--- config.mk ---
export PLATFORM = sky130hd
export DESIGN_NAME = hazard_scheduler
export DESIGN_NICKNAME = d
export VERILOG_FILES = /design/src/rtl/hazard_scheduler.sv
export SDC_FILE = /design/constraint.sdc
export NUM_CORES = 1
export LEC_CHECK = 0
export ABC_CLOCK_PERIOD_IN_PS = 3350
export CORE_ASPECT_RATIO = 0.7
export CORE_MARGIN = 3
export CORE_UTILIZATION = 45
export CTS_CLUSTER_DIAMETER = 80
export CTS_CLUSTER_SIZE = 16
export DETAILED_ROUTE_END_ITERATION = 10
export MAX_ROUTING_LAYER = met4
export PLACE_DENSITY = 0.71
export SLEW_MARGIN = 30
export SYNTH_ARGS = -nofsm -noshare
export SYNTH_HDL_FRONTEND = slang
export SYNTH_SLANG_ARGS = --single-unit
--- constraint.sdc ---
create_clock -name clk -period 3.35 [get_ports clk]
set_clock_uncertainty 0.15 [all_clocks]
set_input_delay 0.335 -clock clk [delete_from_list [all_inputs] [get_ports clk]]
set_output_delay 0.335 -clock clk [all_outputs]
set_load 0.05 [all_outputs]
--- src/rtl/hazard_scheduler.sv ---
// hazard_scheduler
//   Stall/forward decision logic for the D stage of a 5-stage MIPS pipeline.
//   A registered scoreboard tracks {dst, tnew} for the instructions in E, M
//   and W; the D-stage operand demand (Tuse) is compared against it to decide
//   a stall or the D-stage forwarding source. A busy countdown sequences the
//   multi-cycle mult/div unit.
// Ports
//   clk, rst                 clock (rising edge), async active-high reset
//   d_rs, d_rt               source register fields of the D instruction
//   d_tuse_rs, d_tuse_rt     cycles until the operand is consumed (3 = unused)
//   d_dst, d_tnew            destination (0 = none) and result latency from E
//   d_md_start, d_md_div     D is mult/div; d_md_div selects DIV_LAT
//   d_md_use                 D is mfhi/mflo/mthi/mtlo
//   stall                    freeze PC + D reg, bubble into E
//   fwd_rs_sel, fwd_rt_sel   0 GRF, 1 E, 2 M, 3 W
//   md_busy                  mult/div countdown non-zero
module hazard_scheduler #(
  parameter int MULT_LAT = 5,
  parameter int DIV_LAT  = 10
) (
  input  logic       clk,
  input  logic       rst,
  input  logic [4:0] d_rs,
  input  logic [4:0] d_rt,
  input  logic [1:0] d_tuse_rs,
  input  logic [1:0] d_tuse_rt,
  input  logic [4:0] d_dst,
  input  logic [1:0] d_tnew,
  input  logic       d_md_start,
  input  logic       d_md_div,
  input  logic       d_md_use,
  output logic       stall,
  output logic [1:0] fwd_rs_sel,
  output logic [1:0] fwd_rt_sel,
  output logic       md_busy
);

  localparam int MAX_LAT = (DIV_LAT > MULT_LAT) ? DIV_LAT : MULT_LAT;
  localparam int CW      = $clog2(MAX_LAT) + 1;
  localparam logic [CW-1:0] MULT_CNT = CW'(MULT_LAT);
  localparam logic [CW-1:0] DIV_CNT  = CW'(DIV_LAT);

  logic [4:0]    e_dst_q, e_dst_d, m_dst_q, m_dst_d, w_dst_q, w_dst_d;
  logic [1:0]    e_tnew_q, e_tnew_d, m_tnew_q, m_tnew_d, w_tnew_q, w_tnew_d;
  logic [CW-1:0] cnt_q, cnt_d;

  logic       stall_rs, stall_rt, stall_md;

  function automatic logic [1:0] sat_dec(input logic [1:0] t);
    return (t == 2'd0) ? 2'd0 : t - 2'd1;
  endfunction

  // Returns {stall, sel}. Only the newest matching slot counts: an older
  // in-flight write to the same register is shadowed by the younger one.
  function automatic logic [2:0] resolve(
    input logic [4:0] r,    input logic [1:0] tuse,
    input logic [4:0] e_d,  input logic [1:0] e_t,
    input logic [4:0] m_d,  input logic [1:0] m_t,
    input logic [4:0] w_d,  input logic [1:0] w_t
  );
    logic [1:0] t;
    logic [1:0] src;
    logic       hit;
    hit = 1'b1;
    t   = 2'd0;
    src = 2'd0;
    if (r == 5'd0 || tuse == 2'd3) hit = 1'b0;
    else if (r == e_d)             begin t = e_t; src = 2'd1; end
    else if (r == m_d)             begin t = m_t; src = 2'd2; end
    else if (r == w_d)             begin t = w_t; src = 2'd3; end
    else                           hit = 1'b0;
    if (!hit)            return 3'b000;
    else if (t != 2'd0)  return {(t > tuse), 2'd0};
    else                 return {1'b0, src};
  endfunction

  always_comb begin
    {stall_rs, fwd_rs_sel} = resolve(d_rs, d_tuse_rs, e_dst_q, e_tnew_q,
                                     m_dst_q, m_tnew_q, w_dst_q, w_tnew_q);
    {stall_rt, fwd_rt_sel} = resolve(d_rt, d_tuse_rt, e_dst_q, e_tnew_q,
                                     m_dst_q, m_tnew_q, w_dst_q, w_tnew_q);
    md_busy  = (cnt_q != '0);
    stall_md = (d_md_start | d_md_use) & md_busy;
    stall    = stall_rs | stall_rt | stall_md;
  end

  always_comb begin
    // A stall turns the E entry into a bubble; M and W keep draining.
    e_dst_d  = stall ? 5'd0 : d_dst;
    e_tnew_d = stall ? 2'd0 : d_tnew;
    m_dst_d  = e_dst_q;
    m_tnew_d = sat_dec(e_tnew_q);
    w_dst_d  = m_dst_q;
    w_tnew_d = sat_dec(m_tnew_q);
    cnt_d    = cnt_q;
    if (!stall && d_md_start) cnt_d = d_md_div ? DIV_CNT : MULT_CNT;
    else if (md_busy)         cnt_d = cnt_q - 1'b1;
  end

  always_ff @(posedge clk or posedge rst) begin
    if (rst) begin
      e_dst_q  <= '0;
      e_tnew_q <= '0;
      m_dst_q  <= '0;
      m_tnew_q <= '0;
      w_dst_q  <= '0;
      w_tnew_q <= '0;
      cnt_q    <= '0;
    end else begin
      e_dst_q  <= e_dst_d;
      e_tnew_q <= e_tnew_d;
      m_dst_q  <= m_dst_d;
      m_tnew_q <= m_tnew_d;
      w_dst_q  <= w_dst_d;
      w_tnew_q <= w_tnew_d;
      cnt_q    <= cnt_d;
    end
  end

endmodule

---- After elaboration in Yosys (flattened, before gate mapping) ----
Index checks and enable logic that the tools add are counted.
operators by class
  eq/ne operators ......................... 8
  multiplexer cells ....................... 35
  reduce and logical (&&, ||, !) cells .... 12
  bitwise logic cells ..................... 4
  $add $sub $neg .......................... 3
  order comparisons ....................... 2
operators with widths
  operator             count
  $mux 2               19
  $eq 5x5->1           6
  $mux 5               3
  $mux 3               4
  $logic_not 5->1      2
  $mux 1               8
  $reduce_bool 2->1    3
  $reduce_bool 5->1    1
  $sub 5x1->5 const B  1
  $eq 2x2->1 const B   2
  $gt 2x2->1           2
  $logic_not 2->1      2
  $mux 4               1
  $sub 2x1->2 const B  2
  $or 1x1->1           3
  $logic_or 1x1->1     2
  $and 1x1->1          1
  $logic_and 1x1->1    1
  $logic_not 1->1      1
word-level totals
  output and inout bits ................... 6
  flip-flop bits (word level) ............. 26
  input bits .............................. 26
  word-level logic and storage cells ...... 71

---- Depth between registers and ports, before layout ----
Gate-level depths: netlist (run 1).
  depth after elaboration ................. 13
  depth in mapped cells ................... 13
  depth with buffers taken out ............ 13

---- Worst setup path before layout (run 1) ----
No wires, ideal clock.
  path kind ............................... register to output
  from .................................... register m_dst_q[2]
  to ...................................... output port stall
  arrival time ............................ 2.689 ns
  data required time ...................... 2.865 ns
  buffers on the path ..................... 0
  path slack .............................. 0.176 ns
  stages on the path, launching flop included .. 12
  cells stage by stage .................... dfrtp_1 -> xnor2_1 -> nand3_1 -> nor2_1 -> nor3_1 -> a221oi_1 -> or3_1 -> ha_1 -> a211o_1 -> nor3_2 -> nor3_2 -> inv_1
between the ends
  cells in the longest elaborated chain, start to end .. 9
  elaborated cells between the ends (all ways) .. 24
  classes of those cells .................. order compare (2); eq/ne (2); mux (16); bitwise (2); reduce/logical (2)
RTL lines
  element                                          line  text
  start, declared                                  43    logic [4:0] e_dst_q, e_dst_d, m_dst_q, m_dst_d, w_dst_q, w_dst_d;
  start signal, assigned                           112   m_dst_q <= m_dst_d;
  $eq 5x5->1                                       69    else if (r == m_d) begin t = m_t; src = 2'd2; end
  $mux 2                                           69
  $mux 2                                           68    else if (r == e_d) begin t = e_t; src = 2'd1; end
  $mux 2                                           67    if (r == 5'd0 || tuse == 2'd3) hit = 1'b0;
  $gt 2x2->1 or $reduce_bool 2->1 (tied branches)  73    else if (t != 2'd0) return {(t > tuse), 2'd0};
  $mux 3                                           73
  $mux 3                                           72    if (!hit) return 3'b000;
  $or 1x1->1 * (2 in a row)                        84    stall = stall_rs | stall_rt | stall_md;
  end, declared                                    32    output logic stall,
Mark *: on every way between the ends. The rest lies on a longest branch, timed or not.

---- Worst setup path in the final report (run 1) ----
  from .................................... input port d_rt[0]
  to ...................................... output port stall
between the ends
  cells in the longest elaborated chain, start to end .. 10
  elaborated cells between the ends (all ways) .. 19
  classes of those cells .................. order compare (1); eq/ne (3); mux (10); bitwise (2); reduce/logical (3)
RTL lines
  element                                          line  text
  start, declared                                  24    input logic [4:0] d_rt,
  $eq 5x5->1                                       70    else if (r == w_d) begin t = w_t; src = 2'd3; end
  $mux 2                                           70
  $mux 2                                           69
  $mux 2                                           68
  $mux 2                                           67
  $gt 2x2->1 or $reduce_bool 2->1 (tied branches)  73
  $mux 3                                           73
  $mux 3 *                                         72
  $or 1x1->1 * (2 in a row)                        84
Marked as above.

==> Implementation_results.wiki, run 1 <==
{| class="wikitable"
! Metric !! Value
|-
| Clock period minus worst slack || 3.48 ns
|-
| Post-synth top area share || 0.401
|-
| Final wirelength || between 5 and 6 mm
|-
| IR drop worst, VDD || 0.000372 V
|-
| Mapped cell area || 1620 um2
|-
| Filler-free cell count of the finished design || 289
|-
| Number of register bits inferred by synthesis || 26
|-
| Leakage dissipation || 1.14 nW
|-
| Initial antenna violation count || 0
|-
| Total congestion overflow after global routing || 0
|-
| Period Utilization, post-route || 1.04
|-
| Floorplan die area || roughly 4400 um2
|-
| Maximum number of pins on one net before global-route repair || 27
|-
| Total clock buffers created by CTS || 3
|-
| Synthesis-to-layout area growth || 58.7%
|-
| Number of standard cells after synthesis || 171
|-
| Setup violations, final || 1
|-
| Number of pins with negative max-slew slack in the final report || 0
|-
| Final weighted congestion of routability-driven global placement || 0.908
|-
| Arrival @ worst endpoint || approximately 3.0 ns
|-
| Average wire per standard cell || 17.4 um
|-
| Power density relative to cell area || 481 nW/um2
|-
| Nets in the synthesized netlist || 202
|-
| # IOs || 32
|-
| Wire length of the first global-routing pass || 7.23 mm
|-
| Via count of the first global-routing pass || approximately 1500
|-
| Root buffer selected by CTS || sky130_fd_sc_hd__clkbuf_8
|-
| DR DRC count || 0
|-
| Setup_tns || -0.134 ns
|-
| Detailed-placement wirelength estimate || 3.26 mm
|-
| Cell breakdown of the critical path || clkdlybuf4s15_1 > xor2_2 > nor3_4 > a211o_1 > a311o_2 > inv_2 > ha_4 > nor2b_4 > o21ai_2 > a311o_1 > a21oi_4 > nor3_4 > inv_1 > buf_6
|-
| DR pass1 iterations || 4
|-
| Diode count || 0
|-
| Critical path launch point type || input pin
|-
| Worst-margin pin slew || 0.564 ns
|-
| Number of cells in the design after placement || approximately 270
|-
| Routed Antenna Nets || 0
|-
| Relative max-transition margin || 0.621
|-
| Sequential share of the synthesized area || 0.401
|-
| Final instance area || 2570 um2
|-
| DIE HEIGHT || ~56 um
|-
| Net count, final || 274
|-
| Synthesis warning total || 0
|-
| Row count || 17
|-
| Clock H-tree levels || 1
|-
| IO Port Bufs || 31
|-
| Vias after detailed routing || 1543
|-
| Number of hold-slack violations in the final timing report || 0
|-
| Post-CTS Hold Fix Bufs || 0
|-
| Fraction of layout cells with a size suffix above 1 || 0.351
|-
| Clock tree from TritonCTS || yes
|-
| TritonCTS Sinks || 26
|-
| CP endpoint kind || primary output
|-
| Outcome || finished with violations
|-
| All-layer global routing usage || 0.215
|-
| Clock transition at the registers of the reported paths || 0.10 ns
|-
| Yosys cell types || 34
|-
| Violation count after the first detailed-route iteration || 106
|-
| Largest fanout on the critical path || 5
|-
| Failing checks || setup timing
|-
| Post-DR vias/cell || about 5.3
|-
| Ranking of synthesized cells by area || sky130_fd_sc_hd__dfrtp_1 (40%), sky130_fd_sc_hd__xnor2_1 (12%), sky130_fd_sc_hd__xor2_1 (5.4%), sky130_fd_sc_hd__and2_1 (4.6%), sky130_fd_sc_hd__ha_1 (3.9%)
|-
| Class of the most critical hold timing path || in2async
|-
| F_max || 287 MHz
|-
| Cell type with the highest aggregate area in the netlist || sky130_fd_sc_hd__dfrtp_1
|-
| RSZ-0062 raised after global routing || true
|-
| Number of max-cap violations || 0
|-
| Class of the most critical setup path || in2out
|-
| Cell with the biggest individual delay on the critical path || sky130_fd_sc_hd__a311o_2
|-
| Mean instance size in the synthesized netlist || roughly 9.5 um2
|-
| Placeable Area || 3300 um2
|-
| Critical path's most frequent cell || sky130_fd_sc_hd__nor3_4
|-
| Slowest cell delay on critical path || 0.40 ns
|-
| Smallest setup slack after layout || -0.134 ns
|-
| Starting utilization of the core area || 0.492
|-
| Die W || 77.8 um
|-
| Design Power || 1.24 mW
|-
| Max Root-Sink Buffers || 2
|-
| Critical Path RT || 2.86 ns
|-
| Later-pin clock latency in the skew report || between 0.2 and 0.3 ns
|-
| Post-DP Area || 2190 um2
|}
## final cells by class
type                    instances  area [um2]
multi-input cells             134        1150
fillers                       205         722
flip-flops and latches         26         651
repair buffers                 67         602
well taps                      47        58.8
clock buffers                   3        41.3
inverters                      11        41.3
clock inverters                 1        30.0
## cell families after synthesis
logic type	Yosys count	synth area share
AOI/OAI and AO/OA	25	0.127
xor gates and xnor gates	32	0.173
adders and majority gates	5	0.0386
buffers and inverters	11	0.0254
DFF	26	0.401
muxes	1	0.00617
and+or+nand+nor	71	0.229
## final timing paths
check,start,endpoint,slack [ns],cells past startpoint
setup / recovery,d_rt[0],stall,-0.13,14
hold / removal,rst,cnt_q[0],0.26,2
setup reg to reg,m_dst_q[3],cnt_q[0],0.22,13
hold reg to reg,m_dst_q[1],w_dst_q[1],0.30,0
max in group asynchronous,rst,w_dst_q[2],2.43,2
min in group clk,m_dst_q[1],w_dst_q[1],0.30,0
## registers in the layout, indices dropped and copies added, names as in the netlist
register	count
m_dst_q	5
cnt_q	5
w_dst_q	5
m_tnew_q	2
w_tnew_q	2
e_tnew_q	2
e_dst_q	5
## cell usage after synthesis
master / number
sky130_fd_sc_hd__o21ai_1: 1
sky130_fd_sc_hd__a22oi_2: 1
sky130_fd_sc_hd__o41a_1: 1
sky130_fd_sc_hd__mux2i_1: 1
sky130_fd_sc_hd__and3_1: 1
sky130_fd_sc_hd__o211ai_1: 1
sky130_fd_sc_hd__nand2_1: 12
sky130_fd_sc_hd__o31ai_1: 3
sky130_fd_sc_hd__or4_1: 2
sky130_fd_sc_hd__and2_1: 12
sky130_fd_sc_hd__nor2_1: 15
sky130_fd_sc_hd__a311o_1: 1
sky130_fd_sc_hd__a211o_1: 3
sky130_fd_sc_hd__xnor2_1: 22
sky130_fd_sc_hd__nor3_2: 3
sky130_fd_sc_hd__xor2_1: 10
sky130_fd_sc_hd__nand2b_1: 2
sky130_fd_sc_hd__nor3_1: 8
sky130_fd_sc_hd__nand3b_1: 2
sky130_fd_sc_hd__a311o_2: 2
sky130_fd_sc_hd__a21oi_4: 1
sky130_fd_sc_hd__ha_1: 5
sky130_fd_sc_hd__o21ai_0: 2
sky130_fd_sc_hd__or3_1: 1
sky130_fd_sc_hd__a211oi_1: 1
sky130_fd_sc_hd__or2_2: 1
sky130_fd_sc_hd__a221oi_1: 2
sky130_fd_sc_hd__o21ai_2: 1
sky130_fd_sc_hd__nand3_1: 9
sky130_fd_sc_hd__dfrtp_1: 26
sky130_fd_sc_hd__inv_1: 11
sky130_fd_sc_hd__o31a_1: 1
sky130_fd_sc_hd__a21oi_1: 4
sky130_fd_sc_hd__nor2b_1: 3
## cell usage in the layout, fill, tap and decap left out, types with 2 or more instances in the layout
master | Yosys | final
sky130_fd_sc_hd__dlygate4sd2_1 | 0 | 9
sky130_fd_sc_hd__buf_12 | 0 | 3
sky130_fd_sc_hd__o21ai_2 | 1 | 3
sky130_fd_sc_hd__nor3_4 | 0 | 4
sky130_fd_sc_hd__xnor2_1 | 22 | 14
sky130_fd_sc_hd__dfrtp_1 | 26 | 26
sky130_fd_sc_hd__ha_4 | 0 | 2
sky130_fd_sc_hd__inv_2 | 0 | 2
sky130_fd_sc_hd__a21oi_1 | 4 | 3
sky130_fd_sc_hd__ha_1 | 5 | 3
sky130_fd_sc_hd__a221oi_2 | 0 | 2
sky130_fd_sc_hd__or4_1 | 2 | 2
sky130_fd_sc_hd__buf_6 | 0 | 2
sky130_fd_sc_hd__nor2_1 | 15 | 13
sky130_fd_sc_hd__nand3_1 | 9 | 6
sky130_fd_sc_hd__nand2b_1 | 2 | 2
sky130_fd_sc_hd__o31ai_1 | 3 | 3
sky130_fd_sc_hd__a311o_2 | 2 | 2
sky130_fd_sc_hd__and2_1 | 12 | 11
sky130_fd_sc_hd__xnor2_2 | 0 | 7
sky130_fd_sc_hd__clkbuf_8 | 0 | 3
sky130_fd_sc_hd__nand3b_1 | 2 | 2
sky130_fd_sc_hd__nor2b_1 | 3 | 2
sky130_fd_sc_hd__nor3_1 | 8 | 6
sky130_fd_sc_hd__nand2_1 | 12 | 10
sky130_fd_sc_hd__xor2_1 | 10 | 7
sky130_fd_sc_hd__buf_4 | 0 | 36
sky130_fd_sc_hd__xor2_2 | 0 | 3
sky130_fd_sc_hd__a211o_1 | 3 | 3
sky130_fd_sc_hd__nand3_2 | 0 | 3
sky130_fd_sc_hd__nand2_2 | 0 | 2
sky130_fd_sc_hd__inv_1 | 11 | 9
sky130_fd_sc_hd__clkdlybuf4s50_1 | 0 | 16
## timing repair
item | CTS | global route
setup endpoints to repair | 4 | 1
buffers inserted | 10 | 3
gates resized for setup | 26 | 25
pin swaps | 18 | 15
## per-stage QoR
step | util | hold slack [ns] | worst slack [ns]
after floorplan | - | 0.225 | 0.176
after global placement | 0.664 | 0.282 | -0.406
after detailed placement | 0.664 | 0.284 | -0.419
after CTS | 0.730 | 0.303 | -0.0456
after global routing | 0.781 | 0.303 | -0.259
final | 0.781 | 0.261 | -0.134
## critical path, delay by kind of cell
family | cells | cell delay, ns
AOI/OAI and AO/OA | 5 | 1.28
buffers and inverters | 4 | 0.61
xor gates and xnor gates | 1 | 0.32
and+or+nand+nor | 3 | 0.31
adders and majority gates | 1 | 0.13
## per-layer routing
metal  track usage  vias up  wire length (um)
met2         0.317       62              2360
met3        0.0437       15               338
li1              -      732                 -
met1         0.304      734              2200
met5             -        -                 0
met4        0.0457        0               131
## power breakdown
part           switching (mW)  total [mW]  internal (mW)  leakage, nW
Sequential             0.0588       0.432          0.373        0.343
Combinational           0.273       0.541          0.268        0.765
Clock                   0.106       0.266          0.160       0.0357
Note: power is estimated with default switching activity, not from simulation.
==> run 2: changes to the inputs <==
CAP_MARGIN = 20   (was default)
CELL_PAD_IN_SITES_DETAIL_PLACEMENT = 1   (was default)
CELL_PAD_IN_SITES_GLOBAL_PLACEMENT = 1   (was default)
CORE_UTILIZATION = 39   (was 45)
GPL_ROUTABILITY_DRIVEN = 0   (was default)
PLACE_DENSITY = 0.79   (was 0.71)
==> run 2 against run 1 <==
Against the previous run:
- the run still ends with setup timing left
- global-route usage increased by 8.7 points
- combinational power increased by 22%
- maximum frequency decreased by 6.6%
- flip-flop and latch count unchanged
- first-iteration DRC count increased by 120%
- design area increased by 4.4%
- worst hold slack improved by 0.015 ns
- die area increased by 14%
- critical path depth unchanged
- sequential power increased by 5.3%
==> Implementation_results.wiki, run 2 (synthesized netlist as in run 1, its figures left out) <==
{| class="wikitable"
! Metric !! Value
|-
| Smallest setup slack after layout || -0.379 ns (-0.245 ns)
|-
| Cell with the biggest individual delay on the critical path || sky130_fd_sc_hd__dfrtp_1
|-
| IR drop worst, VDD || 0.000397 V (+6.8%)
|-
| Number of cells in the design after placement || 272 (unchanged)
|-
| Final wirelength || 8.74 mm (+74%)
|-
| Met2 WL post-DR || 4.05 mm (+71%)
|-
| Initial antenna violation count || 0 (unchanged)
|-
| Filler-free cell count of the finished design || 294 (+1.7%)
|-
| RSZ-0062 raised after global routing || true
|-
| Cell breakdown of the critical path || buf_4 > xnor2_2 > nand3_2 > nor3_4 > a221oi_2 > or3_1 > ha_1 > inv_1 > a21oi_2 > a211o_1 > nor3_4 > nor3_2 > inv_1 > buf_12
|-
| Slowest cell delay on critical path || 0.44 ns (+0.04 ns)
|-
| TritonCTS Sinks || 26 (unchanged)
|-
| Most common cell after layout, fill and taps aside || sky130_fd_sc_hd__buf_4
|-
| Arrival @ worst endpoint || 3.24 ns (+0.24 ns)
|-
| Average wire per standard cell || 29.7 um (+71%)
|-
| Number of max-cap violations || 0 (unchanged)
|-
| Number of pins with negative max-slew slack in the final report || 0 (unchanged)
|-
| Clock tree from TritonCTS || yes
|-
| Final instance area || 2690 um2 (+4.4%)
|-
| DR pass1 iterations || 6 (+2)
|-
| Outcome || finished with violations
|-
| DR DRC count || 0 (unchanged)
|-
| Root buffer selected by CTS || sky130_fd_sc_hd__clkbuf_8
|-
| All-layer global routing usage || 0.302 (+0.0871)
|-
| Placeable Area || 3760 um2 (+14%)
|-
| Worst-margin pin slew || 0.656 ns (+0.0926 ns)
|-
| Clock H-tree levels || 1 (unchanged)
|-
| Largest fanout on the critical path || 3 (-2)
|-
| Wire length of the first global-routing pass || 10.9 mm (+50%)
|-
| Later-pin clock latency in the skew report || 0.29 ns (about the same)
|-
| Setup violations, final || 11 (+10)
|-
| Number of hold-slack violations in the final timing report || 0 (unchanged)
|-
| Clock transition at the registers of the reported paths || 0.10 ns (about the same)
|-
| Violation count after the first detailed-route iteration || 234 (+120%)
|-
| Buffering stage count on the worst path with inverters included || 4 (unchanged)
|-
| Commonest non-fill, non-tap cells in the layout || sky130_fd_sc_hd__buf_4 (35), sky130_fd_sc_hd__dfrtp_1 (26), sky130_fd_sc_hd__clkdlybuf4s50_1 (16)
|-
| Total congestion overflow after global routing || 0 (unchanged)
|-
| Routed met1 length || 3.58 mm (+63%)
|-
| Row count || 18 (+1)
|-
| Vias after detailed routing || 1850 (+20%)
|-
| Routed Antenna Nets || 0 (unchanged)
|-
| Met3 wire len || 736 um (+120%)
|-
| Fraction of layout cells with a size suffix above 1 || 0.418 (+0.0668)
|-
| Starting utilization of the core area || 0.431 (-0.0607)
|-
| DIE HEIGHT || 60.0 um (+6.6%)
|-
| Clock period minus worst slack || 3.73 ns (+0.245 ns)
|-
| Cell family with most CP delay || simple AND/OR/NAND/NOR gates
|-
| IO Port Bufs || 31 (unchanged)
|-
| Post-DR vias/cell || 6.29 (+18%)
|-
| Worst hold margin || 0.276 ns (+0.0149 ns)
|-
| Leakage dissipation || 1.19 nW (+4.2%)
|-
| Critical path launch point type || flip-flop
|-
| Total clock buffers created by CTS || 3 (unchanged)
|-
| Die W || 83.1 um (+6.8%)
|-
| Critical R2R Launch || w_dst_q[4]
|-
| Detailed-placement wirelength estimate || 4.31 mm (+32%)
|-
| Failing checks || setup timing
|-
| # IOs || 32 (unchanged)
|-
| Floorplan die area || 4980 um2 (+14%)
|-
| Relative max-transition margin || 0.559 (-0.0623)
|-
| Class of the most critical setup path || reg2out
|-
| Worst setup path startpoint || w_dst_q[4]
|-
| Post-DP Area || 2200 um2 (+0.29%)
|-
| Post-CTS Hold Fix Bufs || 0 (unchanged)
|-
| Diode count || 0 (unchanged)
|-
| Period Utilization, post-route || 1.11 (+0.0730)
|-
| Net count, final || 276 (+0.73%)
|-
| Synthesis-to-layout area growth || 65.6%
|-
| Maximum number of pins on one net before global-route repair || 27 (unchanged)
|-
| Via count of the first global-routing pass || 1911 (+29%)
|-
| CP endpoint kind || primary output
|-
| Class of the most critical hold timing path || in2async
|-
| Power density relative to cell area || 499 nW/um2 (+3.7%)
|-
| Max Root-Sink Buffers || 2 (unchanged)
|-
| Top layer in use || met4
|-
| F_max || 268 MHz (-6.6%)
|-
| Critical Path RT || 2.86 ns (about the same)
|}
run 2: changes by cell type in the layout (fill, tap and decap cells not counted), moves of 2 or more:
cell,before,now
sky130_fd_sc_hd__nor3_2,1,3
sky130_fd_sc_hd__buf_12,3,5
sky130_fd_sc_hd__nor2_2,1,3
sky130_fd_sc_hd__nor2_1,13,11
sky130_fd_sc_hd__xnor2_2,7,12
sky130_fd_sc_hd__xnor2_1,14,8
sky130_fd_sc_hd__nor3_1,6,4
run 2: final cells by class:
| cell class | count | area [um2] |
|---|---|---|
| clock buffers | 4 | 55.1 |
| inverters | 11 | 41.3 |
| repair buffers | 69 | 643 |
| flip-flops and latches | 26 | 651 |
| well taps | 50 | 62.6 |
| fillers | 388 | 1070 |
| multi-input cells | 134 | 1230 |
run 2: power by group:
group	switching, mW	internal (mW)	total [mW]
clock	0.119	0.106	0.225
combinational	0.361	0.300	0.661
sequential	0.0825	0.373	0.455
total	0.562	0.779	1.34
run 2: final timing paths:
kind / to / slack, ns / depth (start not counted)
setup reg to reg: e_dst_q[3] / -0.08 / 15
max in group asynchronous: m_tnew_q[1] / 2.39 / 2
min in group clk: m_dst_q[1] / 0.33 / 0
hold reg to reg: m_dst_q[1] / 0.33 / 0
setup / recovery: stall / -0.38 / 14
hold / removal: e_dst_q[2] / 0.28 / 2
run 2: metrics by stage:
step | power (mW) | setup slack [ns] | utilization | setup TNS (ns)
after floorplan | 0.691 | 0.176 | - | 0
after global placement | 0.852 | -0.553 | 0.584 | -4.55
after detailed placement | 0.886 | -0.637 | 0.584 | -5.89
after CTS | 1.14 | -0.152 | 0.642 | -0.152
after global routing | 1.38 | -0.463 | 0.715 | -1.86
final | 1.34 | -0.379 | 0.715 | -0.882
run 2: per-layer routing:
metal  GRT usage  up-vias
li1            -      731
met1       0.362      922
met2       0.526      153
met3      0.0565       44
met4      0.0932        0
met5           -        -
run 2: what timing repair did:
item                       CTS  global route
setup endpoints to repair   12            12
pin swaps                   14            31
cloned                       0             0
gates resized for setup     29            41
setup buffers               13             9
